<file path="src/rtl/proc_pkg.sv">
// Shared processor definitions for the fetch unit: state encoding, opcode
// field layout, halt opcode and default PC configuration.
package proc_pkg;

    // Fetch sequencer states. S_HALT is only reachable with FETCH_HALT_EN.
    typedef enum logic [1:0] {
        S_REQ  = 2'd0,
        S_HOLD = 2'd1,
        S_DROP = 2'd2,
        S_HALT = 2'd3
    } fetch_state_e;

    // Instruction field bounds: [31:27] opcode, [26:23] func.
    localparam int OPC_HI  = 31;
    localparam int OPC_LO  = 27;
    localparam int FUNC_HI = 26;
    localparam int FUNC_LO = 23;

    // Opcode that parks the fetch unit when halting is enabled.
    localparam logic [4:0] OPC_HALT = 5'b11111;

    // Default PC configuration.
    localparam logic [31:0] DEFAULT_RESET_PC = 32'h0000_0000;
    localparam int          DEFAULT_PC_STEP  = 4;

    // Extract the opcode field from an instruction word.
    function automatic logic [4:0] get_opcode(input logic [31:0] word);
        return word[OPC_HI:OPC_LO];
    endfunction

endpackage

</file>
<file path="src/rtl/instr_fetch_unit_if.sv">
// Bundle of the fetch unit's bus-side signals: instruction memory req/ack,
// decode valid/ready, and the branch-resolution redirect.
// The halted output exists only when FETCH_HALT_EN is defined.
interface instr_fetch_unit_if #(
    parameter int ADDR_W = 32
);
    // Instruction memory read channel
    logic              mem_req;
    logic [ADDR_W-1:0] mem_addr;
    logic              mem_ack;
    logic [31:0]       mem_rdata;

    // Decode stage channel
    logic              instr_valid;
    logic [31:0]       instr;
    logic [ADDR_W-1:0] instr_pc;
    logic              instr_ready;

    // Redirect from branch/jump resolution
    logic              redirect_valid;
    logic [ADDR_W-1:0] redirect_pc;

`ifdef FETCH_HALT_EN
    logic              halted;

    modport master (
        output mem_req, mem_addr, instr_valid, instr, instr_pc, halted,
        input  mem_ack, mem_rdata, instr_ready, redirect_valid, redirect_pc
    );

    modport slave (
        input  mem_req, mem_addr, instr_valid, instr, instr_pc, halted,
        output mem_ack, mem_rdata, instr_ready, redirect_valid, redirect_pc
    );
`else
    modport master (
        output mem_req, mem_addr, instr_valid, instr, instr_pc,
        input  mem_ack, mem_rdata, instr_ready, redirect_valid, redirect_pc
    );

    modport slave (
        input  mem_req, mem_addr, instr_valid, instr, instr_pc,
        output mem_ack, mem_rdata, instr_ready, redirect_valid, redirect_pc
    );
`endif

endinterface

</file>
<file path="src/rtl/instr_fetch_unit_pc_reg.sv">
// Program counter register. A redirect load takes priority over the
// sequential increment; arithmetic wraps modulo 2^ADDR_W.
module pc_reg
    import proc_pkg::*;
#(
    parameter int                ADDR_W   = 32,
    parameter logic [ADDR_W-1:0] RESET_PC = ADDR_W'(DEFAULT_RESET_PC),
    parameter int                PC_STEP  = DEFAULT_PC_STEP
) (
    input  logic              CLK,
    input  logic              RESET,
    input  logic              inc_i,
    input  logic              load_i,
    input  logic [ADDR_W-1:0] load_pc_i,
    output logic [ADDR_W-1:0] pc_o
);

    logic [ADDR_W-1:0] pc_q;
    logic [ADDR_W-1:0] pc_d;

    // Next PC: redirect target first, otherwise step past the fetched word.
    always_comb begin
        pc_d = pc_q;
        if (load_i) begin
            pc_d = load_pc_i;
        end else if (inc_i) begin
            pc_d = pc_q + ADDR_W'(PC_STEP);
        end
    end

    // PC storage, cleared to the reset vector asynchronously.
    always_ff @(posedge CLK or posedge RESET) begin
        if (RESET) begin
            pc_q <= RESET_PC;
        end else begin
            pc_q <= pc_d;
        end
    end

    assign pc_o = pc_q;

endmodule

</file>
<file path="src/rtl/instr_fetch_unit.sv">
// Instruction fetch unit: owns the PC, issues one word read at a time to
// instruction memory and hands the fetched word to decode. Redirects load a
// new PC and cause any in-flight fetch to be discarded. No prefetch.
// Optional feature macro: FETCH_HALT_EN (halt opcode parks the unit).
module instr_fetch_unit
    import proc_pkg::*;
#(
    parameter int                ADDR_W   = 32,
    parameter logic [ADDR_W-1:0] RESET_PC = ADDR_W'(DEFAULT_RESET_PC),
    parameter int                PC_STEP  = DEFAULT_PC_STEP
) (
    input  logic               CLK,
    input  logic               RESET,
    instr_fetch_unit_if.master bus
);

    fetch_state_e      state_q,       state_d;
    logic              mem_req_q,     mem_req_d;
    logic [ADDR_W-1:0] mem_addr_q,    mem_addr_d;
    logic              instr_valid_q, instr_valid_d;
    logic [31:0]       instr_q,       instr_d;
    logic [ADDR_W-1:0] instr_pc_q,    instr_pc_d;
`ifdef FETCH_HALT_EN
    logic              halted_q,      halted_d;
`endif

    logic              pc_inc;
    logic [ADDR_W-1:0] pc;
    logic [ADDR_W-1:0] fetch_target;
    logic              is_halt_word;

    pc_reg #(
        .ADDR_W   (ADDR_W),
        .RESET_PC (RESET_PC),
        .PC_STEP  (PC_STEP)
    ) u_pc_reg (
        .CLK       (CLK),
        .RESET     (RESET),
        .inc_i     (pc_inc),
        .load_i    (bus.redirect_valid),
        .load_pc_i (bus.redirect_pc),
        .pc_o      (pc)
    );

    // Whenever a new request is launched the address is the PC value that
    // will be live next cycle; no increment ever coincides with a launch.
    assign fetch_target = bus.redirect_valid ? bus.redirect_pc : pc;

`ifdef FETCH_HALT_EN
    assign is_halt_word = (get_opcode(instr_q) == OPC_HALT);
`else
    assign is_halt_word = 1'b0;
`endif

    // Sequencer next state and registered-output next values.
    always_comb begin
        state_d       = state_q;
        mem_req_d     = mem_req_q;
        mem_addr_d    = mem_addr_q;
        instr_valid_d = instr_valid_q;
        instr_d       = instr_q;
        instr_pc_d    = instr_pc_q;
`ifdef FETCH_HALT_EN
        halted_d      = halted_q;
`endif
        pc_inc        = 1'b0;

        unique case (state_q)
            S_REQ: begin
                if (!mem_req_q) begin
                    // Only seen right after reset: launch the first read.
                    mem_req_d  = 1'b1;
                    mem_addr_d = fetch_target;
                end else if (bus.mem_ack) begin
                    if (bus.redirect_valid) begin
                        // Word is stale; request again at the redirect target.
                        mem_req_d  = 1'b1;
                        mem_addr_d = fetch_target;
                    end else begin
                        mem_req_d     = 1'b0;
                        instr_d       = bus.mem_rdata;
                        instr_pc_d    = pc;
                        instr_valid_d = 1'b1;
                        pc_inc        = 1'b1;
                        state_d       = S_HOLD;
                    end
                end else if (bus.redirect_valid) begin
                    // Request cannot be withdrawn; let it finish and drop it.
                    state_d = S_DROP;
                end
            end

            S_HOLD: begin
                if (bus.redirect_valid) begin
                    instr_valid_d = 1'b0;
                    mem_req_d     = 1'b1;
                    mem_addr_d    = fetch_target;
                    state_d       = S_REQ;
                end else if (bus.instr_ready) begin
                    instr_valid_d = 1'b0;
                    if (is_halt_word) begin
`ifdef FETCH_HALT_EN
                        halted_d = 1'b1;
`endif
                        state_d  = S_HALT;
                    end else begin
                        mem_req_d  = 1'b1;
                        mem_addr_d = pc;
                        state_d    = S_REQ;
                    end
                end
            end

            S_DROP: begin
                if (bus.mem_ack) begin
                    mem_req_d  = 1'b1;
                    mem_addr_d = fetch_target;
                    state_d    = S_REQ;
                end
            end

            S_HALT: begin
                if (bus.redirect_valid) begin
`ifdef FETCH_HALT_EN
                    halted_d   = 1'b0;
`endif
                    mem_req_d  = 1'b1;
                    mem_addr_d = fetch_target;
                    state_d    = S_REQ;
                end
            end

            default: begin
                state_d   = S_REQ;
                mem_req_d = 1'b0;
            end
        endcase
    end

    // State and output registers, cleared asynchronously on reset.
    always_ff @(posedge CLK or posedge RESET) begin
        if (RESET) begin
            state_q       <= S_REQ;
            mem_req_q     <= 1'b0;
            mem_addr_q    <= RESET_PC;
            instr_valid_q <= 1'b0;
            instr_q       <= '0;
            instr_pc_q    <= '0;
`ifdef FETCH_HALT_EN
            halted_q      <= 1'b0;
`endif
        end else begin
            state_q       <= state_d;
            mem_req_q     <= mem_req_d;
            mem_addr_q    <= mem_addr_d;
            instr_valid_q <= instr_valid_d;
            instr_q       <= instr_d;
            instr_pc_q    <= instr_pc_d;
`ifdef FETCH_HALT_EN
            halted_q      <= halted_d;
`endif
        end
    end

    assign bus.mem_req     = mem_req_q;
    assign bus.mem_addr    = mem_addr_q;
    assign bus.instr_valid = instr_valid_q;
    assign bus.instr       = instr_q;
    assign bus.instr_pc    = instr_pc_q;
`ifdef FETCH_HALT_EN
    assign bus.halted      = halted_q;
`endif

endmodule

</file>
<file path="src/flat_wrapper.sv">
// flat-port wrapper written by rule: the top's interface ports become plain ports
module instr_fetch_unit_flat import proc_pkg::*;
#(
    parameter int                ADDR_W   = 32,
    parameter logic [ADDR_W-1:0] RESET_PC = ADDR_W'(DEFAULT_RESET_PC),
    parameter int                PC_STEP  = DEFAULT_PC_STEP
)
  (CLK, RESET, bus_mem_req, bus_mem_addr, bus_instr_valid, bus_instr, bus_instr_pc, bus_mem_ack, bus_mem_rdata, bus_instr_ready, bus_redirect_valid, bus_redirect_pc);
  instr_fetch_unit_if #(.ADDR_W(ADDR_W)) bus_i ();
  input  logic CLK;
  input  logic RESET;
  output wire logic [$bits(bus_i.mem_req)-1:0] bus_mem_req;
  output wire logic [$bits(bus_i.mem_addr)-1:0] bus_mem_addr;
  output wire logic [$bits(bus_i.instr_valid)-1:0] bus_instr_valid;
  output wire logic [$bits(bus_i.instr)-1:0] bus_instr;
  output wire logic [$bits(bus_i.instr_pc)-1:0] bus_instr_pc;
  input wire logic [$bits(bus_i.mem_ack)-1:0] bus_mem_ack;
  input wire logic [$bits(bus_i.mem_rdata)-1:0] bus_mem_rdata;
  input wire logic [$bits(bus_i.instr_ready)-1:0] bus_instr_ready;
  input wire logic [$bits(bus_i.redirect_valid)-1:0] bus_redirect_valid;
  input wire logic [$bits(bus_i.redirect_pc)-1:0] bus_redirect_pc;
  assign bus_mem_req = bus_i.mem_req;
  assign bus_mem_addr = bus_i.mem_addr;
  assign bus_instr_valid = bus_i.instr_valid;
  assign bus_instr = bus_i.instr;
  assign bus_instr_pc = bus_i.instr_pc;
  assign bus_i.mem_ack = bus_mem_ack;
  assign bus_i.mem_rdata = bus_mem_rdata;
  assign bus_i.instr_ready = bus_instr_ready;
  assign bus_i.redirect_valid = bus_redirect_valid;
  assign bus_i.redirect_pc = bus_redirect_pc;
  instr_fetch_unit #(.ADDR_W(ADDR_W), .RESET_PC(RESET_PC), .PC_STEP(PC_STEP)) u_core (.CLK(CLK), .RESET(RESET), .bus(bus_i));
endmodule
</file>
<file path="config.mk">
export PLATFORM = sky130hd
export DESIGN_NAME = instr_fetch_unit_flat
export DESIGN_NICKNAME = d
export VERILOG_FILES = /design/src/rtl/proc_pkg.sv /design/src/rtl/instr_fetch_unit_if.sv /design/src/rtl/instr_fetch_unit_pc_reg.sv /design/src/rtl/instr_fetch_unit.sv /design/src/flat_wrapper.sv
export SDC_FILE = /design/constraint.sdc
export NUM_CORES = 1
export LEC_CHECK = 0
export BUFFER_PORTS_ARGS = -buffer_cell sky130_fd_sc_hd__buf_2
export CAP_MARGIN = 5
export CORE_MARGIN = 2
export CORE_UTILIZATION = 50
export CTS_CLUSTER_SIZE = 28
export DETAILED_ROUTE_END_ITERATION = 8
export GPL_ROUTABILITY_DRIVEN = 0
export GPL_TIMING_DRIVEN = 0
export PLACE_DENSITY = 0.88
export SLEW_MARGIN = 0
export SYNTH_ARGS = -nofsm -noshare
export SYNTH_HDL_FRONTEND = slang
export SYNTH_HIERARCHICAL = 1
export SYNTH_SLANG_ARGS = --single-unit
export TNS_END_PERCENT = 50
</file>
<file path="constraint.sdc">
create_clock -name CLK -period 3.4 [get_ports CLK]
set_input_delay 0.34 -clock CLK [delete_from_list [all_inputs] [get_ports CLK]]
set_output_delay 0.34 -clock CLK [all_outputs]
set_load 0.02 [all_outputs]
</file>
# ---- Yosys cells after proc, flatten, opt, wreduce, memory -nomap -nowiden
# Index checks and enable logic that the tools add are counted.
dict set report word_totals {
  register_bits 132
  output_inout_bits 98
  wordCells 66
}
dict set report classes {
  addsub 1
  n_eq_ne 12
  muxes 37
  bitwise 1
  n_reduce_logical 8
}
# cell n
set op_table {}
lappend op_table {{two-way mux 32 bit} 9}
lappend op_table {{one-hot mux 32 bit (4 select lines)} 1}
lappend op_table {{adder 32 x 3 -> 32 bit, second input constant} 1}
lappend op_table {{two-way mux 1 bit} 16}
lappend op_table {{two-way mux 2 bit} 8}
lappend op_table {{inequality test 3 bit, second input constant} 4}
lappend op_table {{inequality test 2 bit, second input constant} 4}
lappend op_table {{one-hot mux 2 bit (4 select lines)} 1}
lappend op_table {{AND reduction 3 bit} 2}
lappend op_table {{AND reduction 6 bit} 1}
lappend op_table {{AND reduction 5 bit} 1}
lappend op_table {{equality test 2 bit, second input constant} 2}
lappend op_table {{one-hot mux 1 bit (4 select lines)} 1}
lappend op_table {{AND reduction 4 bit} 1}
lappend op_table {{nonzero test 2 bit} 2}
lappend op_table {{equality test 2 x 1 -> 1 bit, second input constant} 1}
lappend op_table {{logical NOT 2 bit} 1}
lappend op_table {{inequality test 2 x 1 -> 1 bit, second input constant} 1}
lappend op_table {{one-hot mux 1 bit (2 select lines)} 1}
lappend op_table {{NOT 1 bit} 1}

# ---- Logic depth before layout (Yosys ltp)
dict set report depth {
  depth_word 6
  depth_mapped 9
  mapped_depth_nobuf 6
}

# ---- By module
# The synthesis kept the hierarchy.
# module n_inst cells_each area_per_inst_um2 seq_area_each_um2
set by_module_without_submodules {}
lappend by_module_without_submodules {instr_fetch_unit 1 295 4244.1 2502.4}
lappend by_module_without_submodules {pc_reg 1 203 1843.0 800.8}

# ---- Worst setup path before layout
# Ideal clock, no wire load.
dict set report synth_path {
  kind {register to register}
  start {register u_core.mem_req_q, in the netlist u_core/bus.mem_req}
  end {register u_core.u_pc_reg.pc_q[22], in the netlist u_core/u_pc_reg/pc_o[22]}
  t_arrival_ns 2.614
  path_slack_ns 0.704
  path_stages_with_launch 10
  cell_sequence {dfrtp_1 -> or3b_1 -> nor3b_2 -> buf_2 -> and3_1 -> buf_2 -> nand4_4 -> buf_6 -> or4_1 -> a31oi_1}
}
dict set report synth_between {
  elab_chain_cells 3
}
# element line_no
set synth_lines {}
lappend synth_lines {{from (decl)} instr_fetch_unit.sv:18} ;# logic mem_req_q, mem_req_d;
lappend synth_lines {{from (signal assigned)} instr_fetch_unit.sv:154} ;# mem_req_q <= mem_req_d;
lappend synth_lines {{two-way mux 1 bit} instr_fetch_unit.sv:70} ;# if (!mem_req_q) begin
lappend synth_lines {{two-way mux 1 bit} instr_fetch_unit.sv:68} ;# unique case (state_q)
lappend synth_lines {{via u_core.pc_inc} instr_fetch_unit.sv:27} ;# logic pc_inc;
lappend synth_lines {{nonzero test 2 bit (no source line)} --}
lappend synth_lines {{to (signal assigned)} instr_fetch_unit_pc_reg.sv:36} ;# pc_q <= pc_d;
lappend synth_lines {{to (decl)} instr_fetch_unit_pc_reg.sv:18} ;# logic [ADDR_W-1:0] pc_q;
# The timed path passes the listed nets, and every way through them passes these cells.
# A chain may end at the register's enable or synchronous reset.

# ---- Worst setup path after layout
dict set report layout_path {
  start {register u_core.mem_req_q, in the netlist u_core/bus.mem_req}
  end {register u_core.u_pc_reg.pc_q[26], in the netlist u_core/u_pc_reg/pc_o[26]}
}
# The elaborated chain is that of the path after synthesis.

==> impl_metrics.py <==
metrics = {
    "outcome": {
        "run_status": "finished clean",
    },
    "timing": {
        "finalHoldViolations": 0,
        "worst_skew_ns": 0.00833,
        "fin_crit_ns": 3.03,
        "rsz_0062_raised_after_global_routing": "no",
        "period_share": 0.893,
        "timing.final.max_slew_violations": 0,
        "maxSlewHeadroom": 0.292,
        "final_setup_viols": 0,
        "max_freq_ghz": 0.330,
        "actual_transition_at_the_worst_max_transition_pin_ns": 1.06,
    },
    "flow_run": {
        "cap_violations": 0,
    },
    "logic_synthesis": {
        "synth-compound-area-share": 0.147,
        "synth_edf_count": 0,
        "post-synth-top-count-cell": "dfrtp_1",
        "synthTopCellsByCount": "dfrtp_1 (132), mux2_2 (46), mux2_1 (30), nand2_1 (28), inv_1 (21)",
        "synth_seq_cells": 132,
        "synth-adder-area-share": 0.00206,
        "synth_top_cell_area_share": 0.543,
        "synth.avg_cell_area_sq_um": 12.2,
        "synth.lib_cells_used.distinct": 50,
        "ys.flop_type": "dfrtp_1",
        "xor_xnor_fraction_of_synth_area": 0.0173,
        "yosysTopAreaCell": "dfrtp_1",
        "largest_family_of_logic_cells_by_synthesized_area": "compound AO/OA/AOI/OAI gates",
        "post_synth_mux_area_share": 0.142,
        "synth_async_sr_flop_share": 1.00,
        "syn_nets": 568,
        "syn-cell-area_sq_mm": 0.00609,
        "synth_top_cells_by_area": "dfrtp_1 (54%), mux2_2 (8.5%), mux2_1 (5.5%), o221a_2 (2.6%), o211a_1 (2.3%)",
        "yosysWarningCount": 6,
        "synth_cells": 498,
        "post_synth_and_or_nand_nor_area_fraction": 0.103,
        "ys_seq_area_frac": 0.543,
    },
    "route": {
        "avgRoutedWirePerCell_um": 19.9,
        "via_per_inst": 6.01,
        "drcViolationCount": 0,
        "drt_iter0_drc": 516,
        "wl_um": 16800,
        "drt.antenna.violating_nets": 0,
        "detailroute.via_count": 5075,
        "drt_pass1_iterations": 5,
    },
    "floorplan": {
        "floorplan.die.height_um": 114,
        "die_width_um": 114,
        "cell_row_count": 40,
        "dieArea_sq_mm": 0.0131,
        "placeableCoreArea_sq_mm": 0.0120,
        "initial_core_util": 0.509,
        "pin_count": 167,
    },
    "clocking": {
        "cts_inserted_buffers": 17,
        "cts_tree": "built",
        "worst_setup_hold_path_clk_slew_ns": 0.05,
        "clockRootBuffer": "clkbuf_16",
        "cts.path.max_buffers": 2,
        "clkSinkCount": 132,
        "htree_levels": 4,
        "cts.repair.resized": 0,
        "worst_skew_pair.late_latency_ns": 0.42,
        "post-cts-setup-buffer-count": 0,
    },
    "global_routing": {
        "wire_length_of_the_first_global_routing_pass_um": 26100,
        "grt_start_max_net_pins": 68,
        "overflow": 0,
        "grtUsageTotal": 0.260,
        "grt_antenna_before_repair": 0,
        "via_count_of_the_first_global_routing_pass": 5147,
    },
    "pwr": {
        "power.switching_fraction": 0.331,
        "clock_power_share": 0.323,
        "p_int_mw": 3.99,
        "sequentialPowerShare": 0.383,
        "static-leakage-power_nw": 3.70,
        "power.density_mw_per_mm2": 765,
        "ir_drop_v": 0.000362,
        "p_sw_mw": 1.97,
        "power.share.combinational": 0.294,
    },
    "final_layout": {
        "nNetsFinal": 756,
        "drive_above_1_share": 0.405,
        "insertedDiodeCount": 0,
        "synthToLayoutAreaGrowth_pct": 28.1,
        "final-instance-count-excl-fill": 845,
        "stdcell_area_sq_mm": 0.00779,
    },
    "critical_path": {
        "critical-path-top-cell-by-count": "buf_2",
        "critical_path.endpoint_type": "flip-flop",
        "timing.critical_path.slowest_stage_cell": "or4_1",
        "worst-setup-path-type": "reg -> reg",
        "crit_arrival_ns": 3.37,
        "crit_chain": "or3b_1, nor3b_2, buf_2, and3_1, buf_2, nand4_4, buf_6, or4_1, a31oi_1",
        "critical-path-max-stage-delay_ns": 0.52,
        "timing.critical_path.from_type": "flip-flop",
        "critical_path_peak_fanout": 14,
        "required_ns": 3.73,
    },
    "place": {
        "post_dp_cell_area_sq_mm": 0.00716,
        "io_buffers": 166,
        "detailed_placement_wirelength_estimate_um": 12100,
        "placed_cells_incl_taps": 813,
    },
    "min_path": {
        "worstHoldPathType": "in -> reg",
    },
}
## power by group through the flow
stage	combinational, mW	clock, mW	sequential [mW]
2_1_floorplan	0.599	0	2.77
3_3_place_gp	1.71	0	2.27
3_5_place_dp	1.75	0	2.30
4_1_cts	1.76	1.95	2.28
5_1_grt	1.88	2.03	2.34
6_report	1.75	1.93	2.28
## critical path, delay by kind of cell, from the launching register on
kind | cells | cell delay, ns
compound gates | 1 | 0.18
simple gates | 5 | 1.57
flops | 1 | 0.44
buf+inv | 3 | 0.76
## what timing repair did
item                                   4_1_cts  5_1_grt
endpoints found under the hold margin       33        0
hold buffers                                 1        0
setup endpoints to repair                    0        0
## layout by cell type (no fill, tap or decap), drive strengths merged, types with 2 or more instances in the layout
cell type	count
nand2	29
dfrtp	132
clkbuf	40
o311ai	2
and3	5
a31oi	10
a21oi	3
o2bb2ai	2
nand3	16
o211a	14
nand4	10
and4	9
buf	188
nand2b	3
o211ai	17
inv	21
o221a	14
a221o	13
nor2	15
o31ai	8
mux2	76
or4	11
xnor2	3
o21ai	16
nor2b	4
clkinv	4
bufinv	4
xor2	9
a211o	3
## cell families after synthesis
family,Yosys count
DFF,132
and+or+nand+nor,109
AOI/OAI and AO/OA,108
muxes,77
buffers and inverters,59
xor gates and xnor gates,12
adders and majority gates,1
## layer usage
layer	part of all wire	wire length, um	vias to the layer above	GRT usage
met5	0	0	-	0
met4	0.034	573	0	0.128
met3	0.086	1450	46	0.0821
met2	0.47	7980	299	0.419
met1	0.40	6810	2467	0.316
li1	-	-	2263	-
## registers in the layout, summed over array words and instances, names as in the netlist
signal / cells
u_core/u_pc_reg/pc_o: 32
u_core/bus.mem_addr: 32
u_core/bus.instr_valid: 1
u_core/bus.mem_req: 1
u_core/bus.instr: 32
u_core/state_q: 2
u_core/bus.instr_pc: 32
## cell type report
cell class | count | area [sq um]
well taps | 147 | 184
multi-input cells | 307 | 2510
inverters | 21 | 81.3
plain buffers | 38 | 198
clock inverters | 9 | 151
repair buffers | 169 | 896
clock buffers | 22 | 474
flip-flops and latches | 132 | 3300
fillers | 883 | 4170
## path summary, 6_finish.rpt
path	cells past startpoint	from	end	slack [ns]
min in group asynchronous	3	RESET	u_core/bus.instr[28]	0.50
min reg2reg	1	u_core/bus.instr_pc[19]	u_core/bus.instr_pc[19]	0.48
min	2	bus_mem_rdata[3]	u_core/bus.instr[3]	0.14
max in group asynchronous	4	RESET	u_core/u_pc_reg/pc_o[11]	2.16
max reg2reg	9	u_core/bus.mem_req	u_core/u_pc_reg/pc_o[26]	0.37
max	9	u_core/bus.mem_req	u_core/u_pc_reg/pc_o[26]	0.37
## metrics by stage
stage / hold WS (ns) / utilization / setup TNS [ns] / worst slack, ns / power, mW
detailed placement: 0.389 / 0.599 / 0 / 0.416 / 4.06
finish: 0.143 / 0.652 / 0 / 0.365 / 5.96
CTS: 0.132 / 0.652 / 0 / 0.398 / 6.00
floorplan: 0.456 / - / 0 / 0.441 / 3.37
global placement: 0.462 / 0.594 / -53.36 / -0.541 / 3.98
global route: 0.131 / 0.652 / 0 / 0.261 / 6.24
Power figures use the tool's default switching activity.
